<file path="src/rtl/pps_gen.sv">
// Local 1PPS generator that aligns to a GPS reference, measures its phase,
// rejects outliers and free-runs through reference loss (holdover).
module pps_gen #(
  parameter int PERIOD = 10_000_000,
  parameter int PULSE  = 1_000_000,
  parameter int CNT_W  = 24,
  parameter int TOL    = 1000
) (
  input  logic                  CLK_SYS,
  input  logic                  CLK_RST,
  input  logic                  PPS_REF,
  input  logic                  ARM,
  input  logic                  DIV_RST,
  input  logic [1:0]            MODE,
  output logic                  PPS_OUT,
  output logic signed [CNT_W:0] PHASE_ERR,
  output logic                  PHASE_VALID,
  output logic                  OUTLIER,
  output logic                  HOLDOVER,
  output logic [1:0]            STATE
);

  typedef enum logic [1:0] {
    S_IDLE     = 2'b00,
    S_WAIT_REF = 2'b01,
    S_RUN      = 2'b10,
    S_HOLD     = 2'b11
  } state_t;

  localparam logic [1:0] MODE_ONESHOT = 2'b00;
  localparam logic [1:0] MODE_TRACK   = 2'b01;
  localparam logic [1:0] MODE_FREE    = 2'b10;

  localparam logic [CNT_W-1:0]   PH_LAST  = CNT_W'(PERIOD - 1);
  localparam logic [CNT_W-1:0]   PH_HALF  = CNT_W'(PERIOD / 2);
  localparam logic [CNT_W-1:0]   PH_PULSE = CNT_W'(PULSE);
  localparam logic signed [CNT_W:0] PERIOD_S = (CNT_W+1)'(PERIOD);
  localparam logic signed [CNT_W:0] TOL_S    = (CNT_W+1)'(TOL);
  localparam logic [CNT_W:0]     HO_LIM   = (CNT_W+1)'(PERIOD + TOL);

  state_t                state_q, state_d;
  logic [1:0]            mode_q, mode_d;
  logic [CNT_W-1:0]      phase_q, phase_d;
  logic [CNT_W:0]        ho_q, ho_d, ho_inc;
  logic                  pps_q, pps_d;
  logic                  valid_q, valid_d;
  logic                  outlier_q, outlier_d;
  logic signed [CNT_W:0] err_q, err_d, err_calc, err_abs;
  logic [2:0]            ref_sync_q, ref_sync_d;
  logic [2:0]            rst_sync_q, rst_sync_d;
  logic                  ref_rise, rst_rise, stop, running, meas, accept, out_calc, entering;

  always_ff @(posedge CLK_SYS or negedge CLK_RST) begin
    if (!CLK_RST) begin
      state_q    <= S_IDLE;
      mode_q     <= MODE_ONESHOT;
      phase_q    <= '0;
      ho_q       <= '0;
      pps_q      <= 1'b0;
      valid_q    <= 1'b0;
      outlier_q  <= 1'b0;
      err_q      <= '0;
      ref_sync_q <= '0;
      rst_sync_q <= '0;
    end else begin
      state_q    <= state_d;
      mode_q     <= mode_d;
      phase_q    <= phase_d;
      ho_q       <= ho_d;
      pps_q      <= pps_d;
      valid_q    <= valid_d;
      outlier_q  <= outlier_d;
      err_q      <= err_d;
      ref_sync_q <= ref_sync_d;
      rst_sync_q <= rst_sync_d;
    end
  end

  // Bit 0/1 form the synchroniser; bit 2 is the previous value for edge detect.
  always_comb begin
    ref_sync_d = {ref_sync_q[1:0], PPS_REF};
    rst_sync_d = {rst_sync_q[1:0], DIV_RST};
    ref_rise   = ref_sync_q[1] & ~ref_sync_q[2];
    rst_rise   = rst_sync_q[1] & ~rst_sync_q[2];
    stop       = rst_rise | ~ARM;
    running    = (state_q == S_RUN) || (state_q == S_HOLD);
    meas       = running & ref_rise & ~stop;
    err_calc   = (phase_q < PH_HALF) ? $signed({1'b0, phase_q})
                                     : $signed({1'b0, phase_q}) - PERIOD_S;
    err_abs    = err_calc[CNT_W] ? -err_calc : err_calc;
    out_calc   = err_abs > TOL_S;
    accept     = meas & (mode_q == MODE_TRACK) & ~out_calc;
    ho_inc     = (ho_q == HO_LIM) ? ho_q : ho_q + 1'b1;
  end

  always_comb begin
    state_d = state_q;
    if (stop) begin
      state_d = S_IDLE;
    end else begin
      case (state_q)
        S_IDLE:     state_d = (MODE == MODE_FREE) ? S_RUN : S_WAIT_REF;
        S_WAIT_REF: if (ref_rise) state_d = S_RUN;
        S_RUN:      if (!accept && (mode_q == MODE_TRACK) && (ho_inc == HO_LIM)) state_d = S_HOLD;
        S_HOLD:     if (accept) state_d = S_RUN;
      endcase
    end
  end

  // The cycle that starts or realigns the second is phase 0, so the next phase is 1.
  always_comb begin
    mode_d   = mode_q;
    entering = ((state_q == S_IDLE) || (state_q == S_WAIT_REF)) && (state_d == S_RUN);
    if ((state_q == S_IDLE) && (state_d != S_IDLE))
      mode_d = (MODE == 2'b11) ? MODE_ONESHOT : MODE;
    if ((state_d == S_IDLE) || (state_d == S_WAIT_REF)) begin
      phase_d = '0;
      ho_d    = '0;
    end else if (entering || accept) begin
      phase_d = CNT_W'(1);
      ho_d    = '0;
    end else begin
      phase_d = (phase_q == PH_LAST) ? '0 : phase_q + 1'b1;
      ho_d    = ho_inc;
    end
    pps_d     = ((state_d == S_RUN) || (state_d == S_HOLD)) &&
                (phase_d != '0) && (phase_d <= PH_PULSE);
    err_d     = meas ? err_calc : err_q;
    valid_d   = meas;
    outlier_d = meas & out_calc;
  end

  always_comb begin
    PPS_OUT     = pps_q;
    PHASE_ERR   = err_q;
    PHASE_VALID = valid_q;
    OUTLIER     = outlier_q;
    HOLDOVER    = (state_q == S_HOLD);
    STATE       = state_q;
  end

endmodule

</file>
<file path="config.mk">
export PLATFORM = sky130hd
export DESIGN_NAME = pps_gen
export DESIGN_NICKNAME = d
export VERILOG_FILES = /design/src/rtl/pps_gen.sv
export SDC_FILE = /design/constraint.sdc
export NUM_CORES = 1
export LEC_CHECK = 0
export CAP_MARGIN = 40
export CORE_MARGIN = 4
export CORE_UTILIZATION = 45
export DETAILED_ROUTE_END_ITERATION = 16
export PLACE_DENSITY = 0.62
export SETUP_SLACK_MARGIN = 0.2
export SLEW_MARGIN = 20
export SYNTH_ARGS = -nofsm -noshare
export SYNTH_HDL_FRONTEND = slang
export SYNTH_SLANG_ARGS = --single-unit
</file>
<file path="constraint.sdc">
create_clock -name CLK_SYS -period 7.5 [get_ports CLK_SYS]
set_clock_uncertainty 0.1 [all_clocks]
set_input_delay 1.5 -clock CLK_SYS [delete_from_list [all_inputs] [get_ports CLK_SYS]]
set_output_delay 1.5 -clock CLK_SYS [all_outputs]
set_load 0.005 [all_outputs]
</file>
* Word level (Yosys, flattened, before mapping)
Index checks and enable logic that the tools add are counted.
** Word-level totals
- Bits of input ports :: 7
- Register bits after elaboration :: 87
- Logic and storage cells :: 73
- Output and inout port bits :: 31
** Cells by class
- Reductions and logical operators :: 16
- Muxes and demuxes :: 15
- Eq/ne operators :: 12
- Add/subtract/negate cells :: 4
- $lt $le $gt $ge :: 3
- Bitwise gates (word level) :: 13
** Operator list (number)
- 25-bit 2-to-1 mux :: 5
- 24-bit 2-to-1 mux :: 3
- 25-bit by 24-bit == test with 1-bit output, second input constant :: 2
- 25-bit by 1-bit adder with 25-bit output, second input constant :: 1
- 25-bit by 11-bit > comparator with 1-bit output, second input constant :: 1
- 25-bit negation :: 1
- 24-bit by 24-bit subtractor with 25-bit output, second input constant :: 1
- 24-bit by 1-bit adder with 24-bit output, second input constant :: 1
- 24-bit == test, second input constant :: 1
- 24-bit by 20-bit less-or-equal comparator with 1-bit output, second input constant :: 1
- 24-bit by 23-bit < comparator with 1-bit output, second input constant :: 1
- 24-bit nonzero test :: 1
- 2-bit == test, second input constant :: 6
- 2-bit 2-to-1 mux :: 6
- 2-bit case mux with 4 select lines :: 1
- 1-bit AND :: 7
- 2-bit by 1-bit == test with 1-bit output, second input constant :: 3
- 1-bit logical AND :: 6
- 1-bit logical OR :: 5
- 1-bit NOT :: 5
- 2-bit logical NOT :: 2
- 2-bit nonzero test :: 1
- 1-bit logical NOT :: 1
- 1-bit OR :: 1

* Longest topological paths before layout
- Word-level depth :: 21
- Depth in mapped cells :: 16
- Mapped depth without buffers :: 13

* Least setup slack after synthesis
OpenSTA, ideal clock, no wires.
- Path kind :: register to register
- From :: reg phase_q[7]
- To :: reg phase_q[10]
- Cell stages (with the launch flop) :: 16
- Arrival time :: 3.744 ns
- Path slack :: 3.522 ns
- Setup time :: 0.134 ns
- Required time :: 7.266 ns
- Buffers on the path :: 3
- Period minus slack after synthesis :: 3.978 ns
- Cell sequence :: dfrtp_1 > clkbuf_1 > inv_1 > ha_1 > clkbuf_1 > nand3b_1 > a21oi_1 > o31ai_1 > o41a_1 > nand3_1 > nor4_1 > o221ai_1 > a2111o_1 > nor4_4 > buf_2 > nor3_1
** On the way
- Longest elaborated chain between the ends :: 18
- Elaborated cells between the ends (all ways) :: 26
- Those cells by class :: add/sub (3); order compare (2); eq/ne (3); mux (9); bitwise (2); reduce/logical (7)
** Ends and longest elaborated chain
- from (decl) :: line 43 : logic [CNT_W-1:0] phase_q, phase_d;
- from (signal assigned) :: line 68 : phase_q <= phase_d;
- 24-bit by 24-bit subtractor with 25-bit output / 24-bit by 23-bit < comparator with 1-bit output (equally long branches) :: line 89, 88
- 25-bit 2-to-1 mux :: line 88 : err_calc = (phase_q < PH_HALF) ? $signed({1'b0, phase_q})
- 25-bit negation :: line 90 : err_abs = err_calc[CNT_W] ? -err_calc : err_calc;
- 25-bit 2-to-1 mux :: line 90
- 25-bit by 11-bit > comparator with 1-bit output :: line 91 : out_calc = err_abs > TOL_S;
- 1-bit NOT :: line 92 : accept = meas & (mode_q == MODE_TRACK) & ~out_calc;
- 1-bit AND :: line 92
- 1-bit logical NOT :: line 104 : S_RUN: if (!accept && (mode_q == MODE_TRACK) && (ho_inc == HO_LIM)) state_d = S_HOLD;
- [3 not listed]
- 2-bit case mux with 4 select lines :: line 101 : case (state_q)
- 2-bit 2-to-1 mux :: line 98 : if (stop) begin
- 2-bit == test :: line 113 : entering = ((state_q == S_IDLE) || (state_q == S_WAIT_REF)) && (state_d == S_RUN);
- 1-bit logical AND :: line 113
- 1-bit logical OR :: line 119 : end else if (entering || accept) begin
- 24-bit 2-to-1 mux :: line 119
- 24-bit 2-to-1 mux * :: line 116 : if ((state_d == S_IDLE) || (state_d == S_WAIT_REF)) begin
- named net phase_d[10] :: line 43
The timed path passes the listed nets; every way through them passes the cells marked *.
A chain may end at the register's enable or synchronous reset.

* Final worst setup path
- From :: reg phase_q[7]
- To :: reg phase_q[3]
The elaborated chain is that of the path after synthesis.

==> impl_metrics.tcl <==
set metrics [dict create \
    post_route_drc_violation_count 0 \
    rrSetupSlack_ns 2.71 \
    placed_cell_area_sq_um 6525 \
    clock_path_buffers 2 \
    signal_arrival_time_at_the_worst_endpoint_ns 4.90 \
    grt_pass1_vias 5362 \
    path_max_fanout 45 \
    final.fill_count 1235 \
    io_buffer_count 37 \
    drt-initial-drc-count 423 \
    cts_inserted_buffers 9 \
    fp.dieArea_sq_um 15520 \
    setup.worst_path.class "flop to flop" \
    final_antenna_net_count 0 \
    grt_first_pass_wirelength_um 27340 \
    p_seq_frac 0.480 \
    place.detailed.hpwl_um 11600 \
    synth_area_per_cell_sq_um 8.403 \
    drt-vias-per-instance 6.136 \
    hold_start "ref_sync_q[0]$_DFF_PN0_" \
    synth_seq_cells 87 \
    r2r_start "phase_q[7]$_DFF_PN0_" \
    hold_fix_buffers_at_cts 0 \
    globalRoute.totalOverflow 0 \
    fp.dieH_um 124.6 \
    yosysWarnings 0 \
    global_route_usage_sum 0.2104 \
    power_per_cell_area_nw_per_um2 146.9 \
    start_util 0.4601 \
    layout_worst_path_cycle_share 0.6384 \
    rsz0062_at_grt "no" \
    cts_tree "yes" \
    stdcell_area_sq_um 6859 \
    tightest_slew_ns 0.7286 \
    synth_cells 728 \
    clk_transition_reported_paths_ns 0.07 \
    clockRootBuffer "clkbuf_16" \
    timing_max_transition_violations_final 0 \
    clock_sink_count 87 \
    antenna_cells 0 \
    route.final.wire_length_um 16150 \
    routed-wl-met2_um 7713 \
    firstDrtPassIters 5 \
    ir_worst_vdd_v 0.00009609 \
    power_frac_clock 0.463 \
    total_power_mw 1.008 \
    hold-path-endpoint "ref_sync_q[1]$_DFF_PN0_" \
    synth_enable_flop_cells 0 \
    post_route_cells_drive_above_1_share 0.06977 \
    internal-power_mw 0.7696 \
    wl_met1_um 7068 \
    setup_viol_count_final 0 \
    postSynthNetCount 742 \
    die_w_um 124.6 \
    worst-endpoint-required_ns 7.61 \
    synth.yosys.seq_area_share 0.3559 \
    place_congestion 0.9017 \
    holdPathStages 0 \
    timing.critical_path.from_type "flop" \
    result_of_the_run "finished clean" \
    cts_resized 0 \
    flow.area_growth_from_synthesis_pct 12.13 \
    report.final.hold_viol_count 0 \
    grt_antenna_before_repair 0 \
    worstRegToRegCells 14 \
    worstHoldPathType "flop to flop" \
    async_set_or_reset_flop_fraction_in_the_synthesized_netlist 1.000 \
    cts_setup_buffers 0 \
    highest_metal_layer_used_by_the_detailed_router "met4" \
    finalNetCount 740 \
    maxSlewHeadroom 0.5125 \
    floorplan.core_area_sq_um 13300 \
    route.met3.wl_um 909 \
    wire_per_inst_um 17.81 \
    clk_latency_ns 0.35 \
    number_of_rows_created_at_floorplan 42 \
    crit-reg2reg-capture "phase_q[3]$_DFF_PN0_" \
    total_leakage_power_nw 2.799 \
    cts-htree-levels 3 \
    postSynth.topFlopCell "dfrtp_1" \
    synthesis.area_sq_um 6117 \
    setup-tns-final_ns 0 \
    via_count 5565 \
    drv.max_cap_violation_count 0 \
    synth.lib_cells_used.distinct 78 \
    power_switching_mw 0.2381 \
    grt_max_degree 46 \
    max_clock_freq_ghz 0.2089 \
    top_ports 38 \
    critical_path.endpoint_type "flop" \
    finalWorstPathRequiredPeriod_ns 4.788 \
    share_of_power_burned_in_combinational_logic 0.057 \
    power.share.switching 0.2363 \
]
## through the flow
stage	utilization	hold WS (ns)	setup WS (ns)	std cells
6_report	0.5159	0.2491	2.712	907
5_1_grt	0.5159	0.2593	2.377	907
3_3_place_gp	0.4887	0.2351	2.725	887
3_5_place_dp	0.4908	0.2387	2.612	888
2_1_floorplan	-	0.2312	3.522	728
4_1_cts	0.5138	0.2539	2.787	904
## layout make-up
class / instances / area (sq um) / share of cell area
multi-input cells: 566 / 3635 / 0.5299
well taps: 176 / 220.2 / 0.03211
clock buffers: 10 / 239.0 / 0.03484
flip-flops and latches: 87 / 2177 / 0.3174
inverters: 16 / 60.06 / 0.008756
clock inverters: 6 / 67.56 / 0.009850
repair buffers: 46 / 460.4 / 0.06713
## critical path: stages, from the launching register on
cell and delay [ns]:
dfrtp_1 0.56, inv_1 0.26, ha_1 0.42, and3b_1 0.24, o21ai_0 0.40, o2111ai_1 0.23
nand3_1 0.22, nand3_2 0.19, nor4_2 0.43, a31o_1 0.22, xor2_1 0.07, a2111o_1 0.44
nor4_4 0.22, buf_4 0.46, nor3_1 0.13
## per-layer routing
layer | global-route usage | up-vias
li1 | - | 2641
met3 | 0.03173 | 33
met5 | 0 | -
met4 | 0.1051 | 0
met1 | 0.2806 | 2680
met2 | 0.3330 | 211
## power by group through the flow
stage	Clock (mW)	Sequential [mW]	Combinational, mW
floorplan	0	0.490	0.0280
global placement	0	0.492	0.0543
detailed placement	0	0.492	0.0575
CTS	0.480	0.484	0.0579
global route	0.502	0.484	0.0655
finish	0.467	0.484	0.0575
## worst max-delay path by stage
stage                              start                    end  slack [ns]  cells after the start
floorplan           phase_q[7]$_DFF_PN0_  phase_q[10]$_DFF_PN0_        3.52                     15
global placement                     ARM      PPS_OUT$_DFF_PN0_        2.72                     10
detailed placement                   ARM      PPS_OUT$_DFF_PN0_        2.61                     10
CTS                 phase_q[7]$_DFF_PN0_     ho_q[18]$_DFF_PN0_        2.79                     14
global route        phase_q[7]$_DFF_PN0_  phase_q[11]$_DFF_PN0_        2.38                     14
finish              phase_q[7]$_DFF_PN0_   phase_q[3]$_DFF_PN0_        2.71                     14
## layout by cell type, fill, tap and decap left out, types with 5 or more instances in the layout
master / instances
dfrtp_1: 87
nand2_1: 84
nor2_1: 57
nor3_1: 52
o21ai_0: 36
clkdlybuf4s50_1: 36
xor2_1: 34
xnor2_1: 33
nand3_1: 27
a21oi_1: 19
nand4_1: 17
inv_1: 16
nor4_1: 13
a31oi_1: 12
nand2b_1: 10
and3_1: 10
o211ai_1: 9
clkbuf_16: 9
o31ai_1: 8
nand3b_1: 7
ha_1: 7
and2_1: 6
or3_1: 6
buf_4: 6
nor2b_1: 5
nor3b_1: 5
or2_2: 5
mux2i_1: 5
mux2_2: 5
## cells in the mapped netlist (6+ instances only)
library cell,n,area [sq um]
dfrtp_1,87,2177
nand2_1,84,315.3
nor2_1,57,214.0
nor3_1,52,260.3
clkbuf_1,41,153.9
o21ai_0,36,180.2
xor2_1,34,297.8
xnor2_1,33,289.0
nand3_1,27,135.1
a21oi_1,19,95.09
nand4_1,17,106.4
buf_2,16,80.08
inv_1,16,60.06
nor4_1,13,81.33
a31oi_1,12,75.07
and3_1,10,62.56
nand2b_1,10,62.56
o211ai_1,9,67.56
o31ai_1,8,60.06
ha_1,7,87.58
nand3b_1,7,52.55
and2_1,6,37.54
or3_1,6,37.54
## state kept, by name, indices dropped and copies added, names as in the netlist
signal,count
ref_sync_q,3
PHASE_VALID,1
ho_q,25
OUTLIER,1
STATE,2
PHASE_ERR,25
mode_q,2
rst_sync_q,3
phase_q,24
PPS_OUT,1
## cells by family after synthesis
| logic type | Yosys count | synth area share |
|---|---|---|
| and+or+nand+nor | 337 | 0.2945 |
| AOI/OAI and AO/OA | 145 | 0.1720 |
| DFF | 87 | 0.3559 |
| buffers and inverters | 75 | 0.04991 |
| xor gates and xnor gates | 67 | 0.09593 |
| muxes | 10 | 0.01739 |
| adders and majority gates | 7 | 0.01432 |
(Power assumes the default switching activity.)
